$ cat config.mk
export PLATFORM = sky130hd
export DESIGN_NAME = fetch_stage
export DESIGN_NICKNAME = d
export VERILOG_FILES = /design/src/rtl/fetch_stage_pkg.sv /design/src/rtl/fetch_stage_if_id_reg.sv /design/src/rtl/fetch_stage.sv
export SDC_FILE = /design/constraint.sdc
export NUM_CORES = 1
export LEC_CHECK = 0
export ABC_AREA = 0
export ABC_CLOCK_PERIOD_IN_PS = 8100
export CAP_MARGIN = 30
export CORE_ASPECT_RATIO = 2
export CORE_MARGIN = 3
export CORE_UTILIZATION = 40
export DETAILED_ROUTE_END_ITERATION = 6
export HOLD_SLACK_MARGIN = 0.1
export PLACE_DENSITY = 0.88
export SYNTH_ARGS = -nofsm -noshare
export SYNTH_HDL_FRONTEND = slang
export SYNTH_SLANG_ARGS = --single-unit
export TNS_END_PERCENT = 5
$ cat constraint.sdc
create_clock -name clk -period 8.1 [get_ports clk]
set_input_delay 0.81 -clock clk [delete_from_list [all_inputs] [get_ports clk]]
set_output_delay 0.81 -clock clk [all_outputs]
set_load 0.03 [all_outputs]
$ cat src/rtl/fetch_stage_pkg.sv
// Shared fetch-stage definitions: reset/bubble constants, next-PC select
// encoding, the IF/ID payload layout and the sequential PC increment.
package fetch_stage_pkg;

   localparam logic [31:0] INST_NOP = 32'h0000_0013;  // addi x0,x0,0
   localparam logic [31:0] PC_RESET = 32'h0000_0000;

   typedef enum logic [2:0] {
      NPC_SEQ,
      NPC_HOLD,
      NPC_BR,
      NPC_MRET,
      NPC_TRAP
   } npc_sel_e;

   typedef struct packed {
      logic [31:0] pc;
      logic [31:0] pc4;
      logic [31:0] inst;
      logic        valid;
      logic        misalign;
   } if_id_t;

   // Sequential successor; wraps naturally at 2^32.
   function automatic logic [31:0] pc_inc(input logic [31:0] pc);
      return pc + 32'd4;
   endfunction

endpackage

$ cat src/rtl/fetch_stage_if_id_reg.sv
// IF/ID pipeline register with flush > hold > load priority.
// A flush or reset leaves a bubble (NOP, not valid, zero PCs).
module if_id_reg
   import fetch_stage_pkg::*;
#(
   parameter logic [31:0] NOP_INST = INST_NOP
) (
   input  logic   clk,
   input  logic   rst,
   input  logic   i_flush,
   input  logic   i_stall,
   input  if_id_t i_d,
   output if_id_t o_q
);

   localparam if_id_t BUBBLE = '{pc: 32'h0, pc4: 32'h0, inst: NOP_INST,
                                 valid: 1'b0, misalign: 1'b0};

   if_id_t r_q;

   // Stage register: bubble on reset/flush, hold on stall, else capture.
   always_ff @(posedge clk or posedge rst) begin
      if (rst) begin
         r_q <= BUBBLE;
      end else if (i_flush) begin
         r_q <= BUBBLE;
      end else if (!i_stall) begin
         r_q <= i_d;
      end
   end

   assign o_q = r_q;

endmodule

$ cat src/rtl/fetch_stage.sv
// RV32I instruction fetch: PC register, prioritised next-PC selection
// (trap > mret > branch > stall > sequential) and the IF/ID register.
// Misaligned fetch addresses are flagged and replaced by a NOP.
module fetch_stage
   import fetch_stage_pkg::*;
#(
   parameter logic [31:0] RESET_PC = PC_RESET,
   parameter logic [31:0] NOP_INST = INST_NOP
) (
   input  logic        clk,
   input  logic        rst,
   input  logic        stall,
   input  logic        br_taken,
   input  logic [31:0] br_target,
   input  logic        trap_valid,
   input  logic [31:0] trap_target,
   input  logic        mret_valid,
   input  logic [31:0] mret_target,
   output logic [31:0] imem_addr,
   input  logic [31:0] imem_rdata,
   output logic [31:0] pc,
   output logic [31:0] id_pc,
   output logic [31:0] id_pc4,
   output logic [31:0] id_inst,
   output logic        id_valid,
   output logic        id_misalign
);

   logic [31:0] r_pc;
   logic [31:0] w_pc4;
   logic [31:0] w_pc_next;
   logic        w_redirect;
   logic        w_misalign;
   npc_sel_e    w_sel;
   if_id_t      w_if_d;
   if_id_t      w_id_q;

   assign w_pc4      = pc_inc(r_pc);
   assign w_redirect = trap_valid | mret_valid | br_taken;
   assign w_misalign = (r_pc[1:0] != 2'b00);

   // Next-PC source; any redirect outranks the load-use stall.
   always_comb begin
      w_sel = NPC_SEQ;
      if (trap_valid) begin
         w_sel = NPC_TRAP;
      end else if (mret_valid) begin
         w_sel = NPC_MRET;
      end else if (br_taken) begin
         w_sel = NPC_BR;
      end else if (stall) begin
         w_sel = NPC_HOLD;
      end
   end

   // Next-PC mux driven by the selected source.
   always_comb begin
      w_pc_next = w_pc4;
      unique case (w_sel)
         NPC_TRAP: w_pc_next = trap_target;
         NPC_MRET: w_pc_next = mret_target;
         NPC_BR:   w_pc_next = br_target;
         NPC_HOLD: w_pc_next = r_pc;
         default:  w_pc_next = w_pc4;
      endcase
   end

   // PC register.
   always_ff @(posedge clk or posedge rst) begin
      if (rst) begin
         r_pc <= RESET_PC;
      end else begin
         r_pc <= w_pc_next;
      end
   end

   // A misaligned fetch never forwards the raw memory word.
   assign w_if_d = '{pc:       r_pc,
                     pc4:      w_pc4,
                     inst:     (w_misalign ? NOP_INST : imem_rdata),
                     valid:    1'b1,
                     misalign: w_misalign};

   if_id_reg #(
      .NOP_INST (NOP_INST)
   ) u_if_id (
      .clk     (clk),
      .rst     (rst),
      .i_flush (w_redirect),
      .i_stall (stall),
      .i_d     (w_if_d),
      .o_q     (w_id_q)
   );

   assign imem_addr   = r_pc;
   assign pc          = r_pc;
   assign id_pc       = w_id_q.pc;
   assign id_pc4      = w_id_q.pc4;
   assign id_inst     = w_id_q.inst;
   assign id_valid    = w_id_q.valid;
   assign id_misalign = w_id_q.misalign;

endmodule
==> metrics.cfg <==
[power_and_ir_drop]
p_total_mw = 1.858
p_clk_share_pct = 41.5
vdd_ir_drop_max_mv = 0.1501
swShare_pct = 28.49
comb_power_share_pct = 20.1
p_int_mw = 1.329
p_switching_uw = 529.3
pwr-share-seq_pct = 38.4
powerDensity_nw_per_um2 = 185.8
p_leak_nw = 4.105

[cts]
clock-root-buffer = clkbuf_16
numCtsBuffers = 17
postCtsResizedCells = 0
hold_buffers = 0
clk_latency_ps = 420
path_clk_slew_ps = 60
postCtsSetupBuffers = 0
htreeDepth = 4
cts_sinks = 128
cts_tree = yes
clockBufferDepth = 2

[route]
vias = 5968
route.detailed.drc = 0
wl_per_cell_um = 20.43
first_pass_iters = 4
ant_nets = 0
vias_per_cell = 5.381
routed_wl_mm = 22.66
drtIter0Drc = 219

[sta]
hold_viol_final = 0
min_period_ps = 2795
tns_ps = 0
fin_crit_sh_pct = 34.50
max_slew_margin_pct = 33.89
setup_ws_ps = 5305
setup_violations = 0
rsz0062_at_grt = false
report.final.slew_viol_count = 0
fmax_mhz = 357.8
skew_ps = 9.798
worst_pin_slew_ps = 991.6

[place]
io_buffers = 295
place_area_sq_um = 9383
dp_hpwl_mm = 16.52
place_ws_ps = 4795
gp_congestion = 0.8402

[min_path]
hold_depth = 1
hp-class = flip-flop to flip-flop

[finish]
drive_above_1_share_pct = 6.395
final_util_pct = 62.74
fin_area_sq_um = 10000
syn_to_final_growth_pct = 51.64
nets = 1029

[yosys]
synth_flop_cell = dfrtp_1
synth_area_per_cell_sq_um = 9.947
yosysTopAreaCell = dfrtp_1
ys_top_cells_by_count = 125 x dfrtp_1, 74 x nor2_1, 45 x mux2i_1
yosysMostFrequentCell = dfrtp_1
ys_ff_latch = 128
synth_area_sq_um = 6595
ys_types = 45
synth-edff-count = 0
syn-instance-count = 663
yosys-top-cells-area = dfrtp_1 47%, mux2i_1 6.8%, xor2_1 4.2%
synth_top_area_share_pct = 47.43
synthArstFlopShare_pct = 100.0
synth_nets = 798
ys_seq_area_share_pct = 48.62
yosysWarnings = 0

[grt]
antenna_found_initial = 1
grt_pass1_vias = 6314
gr-total-overflow = 0
grt_pass1_wl_mm = 35.50
grtUsageTotal_pct = 24.79
grt_max_degree = 70

[critical_path]
rr_worst_depth = 6
worstSetupPathType = primary input to flip-flop
crit_required_ps = 8400
end_kind = flip-flop
critPathLaunchType = primary input
crit_arrival_ps = 3090
crit_fanout = 63

[floorplanning]
io_pins = 296
initial_core_util_pct = 41.37
die_y_um = 187.6
coreArea_sq_um = 15940
num_rows = 65
die_w_um = 96.80
dieArea_sq_um = 18160

[flow_run]
cap_viol_max_count = 0

[outcome]
status = completed

==> layer usage <==
layer  global-route usage (%)  wire, um
met1                    25.87      7838
met2                    45.98     12550
met3                    5.771      1351
met4                    11.84       913
met5                        0         0
==> metrics by stage <==
step	cells	hold slack (ps)
after CTS	1107	478.8
after global placement	1073	461.4
after global routing	1109	510.8
final	1109	477.0
after floorplan	663	624.4
after detailed placement	1075	467.6
==> sequential cells by signal (all words and copies together), names as in the netlist <==
register	cells
imem_addr	32
u_if_id.o_q	96
==> final timing paths <==
kind,slack [ps],startpoint,end
worst max-delay path,5310,mret_valid,u_if_id.o_q[19]
worst min register to register,480,u_if_id.o_q[1],u_if_id.o_q[1]
worst min-delay path,480,u_if_id.o_q[1],u_if_id.o_q[1]
max in group asynchronous,5980,rst,u_if_id.o_q[78]
min in group asynchronous,830,rst,u_if_id.o_q[96]
worst max register to register,5460,imem_addr[2],imem_addr[24]
==> final cells by class <==
| type | count | area, sq um |
|---|---|---|
| diodes | 1 | 2.502 |
| clock buffers | 22 | 454.2 |
| clock inverters | 10 | 136.4 |
| fillers | 1307 | 5939 |
| inverters | 7 | 31.28 |
| multi-input cells | 437 | 2885 |
| flip-flops and latches | 128 | 3207 |
| well taps | 201 | 251.5 |
| repair buffers | 303 | 3033 |
==> placed cells by master (no fill, tap or decap), types with 3 or more instances in the layout <==
cell type	n
dfrtp_1	125
nor2_1	73
a211oi_1	13
clkinv_2	3
clkinvlp_4	3
a22oi_1	15
nand3_1	20
nor3_1	8
nor3_2	5
nor4_1	9
o221ai_1	14
mux2i_1	45
bufinv_16	3
nor2b_1	5
inv_1	5
xnor2_1	22
o21ai_0	26
clkdlybuf4s50_1	292
nand2_1	38
xor2_1	32
nand4_1	11
clkbuf_1	4
o22a_1	3
dfstp_2	3
a22o_1	29
buf_4	6
a21oi_1	41
o22ai_1	4
clkbuf_16	18
and3_1	4
==> critical path: stages <==
cell and delay (ps):
buf_2 690, or3_2 250, buf_4 560, nor2_2 220, buf_8 230, a22o_1 250
==> logic make-up (layout without fill, tap and decap cells) <==
logic type | after synthesis | after routing | share of synthesized area (%)
AO/OA/AOI/OAI | 152 | 152 | 15.67
XOR/XNOR | 54 | 54 | 7.171
adder cells (fa/ha/maj) | 1 | 1 | 0.1897
buffers and inverters | 98 | 342 | 7.873
flip-flops | 128 | 128 | 48.62
multiplexers | 45 | 45 | 6.830
other | 0 | 1 | 0
AND/OR/NAND/NOR | 185 | 185 | 13.64
==> power groups by stage <==
stage / Clock (mW) / Sequential (mW) / Combinational (mW)
2_1_floorplan: 0 / 0.750 / 0.182
3_5_place_dp: 0 / 0.724 / 0.375
3_3_place_gp: 0 / 0.723 / 0.368
4_1_cts: 0.783 / 0.713 / 0.376
6_report: 0.770 / 0.714 / 0.374
5_1_grt: 0.809 / 0.718 / 0.399
Note: power is estimated with default switching activity, not from simulation.
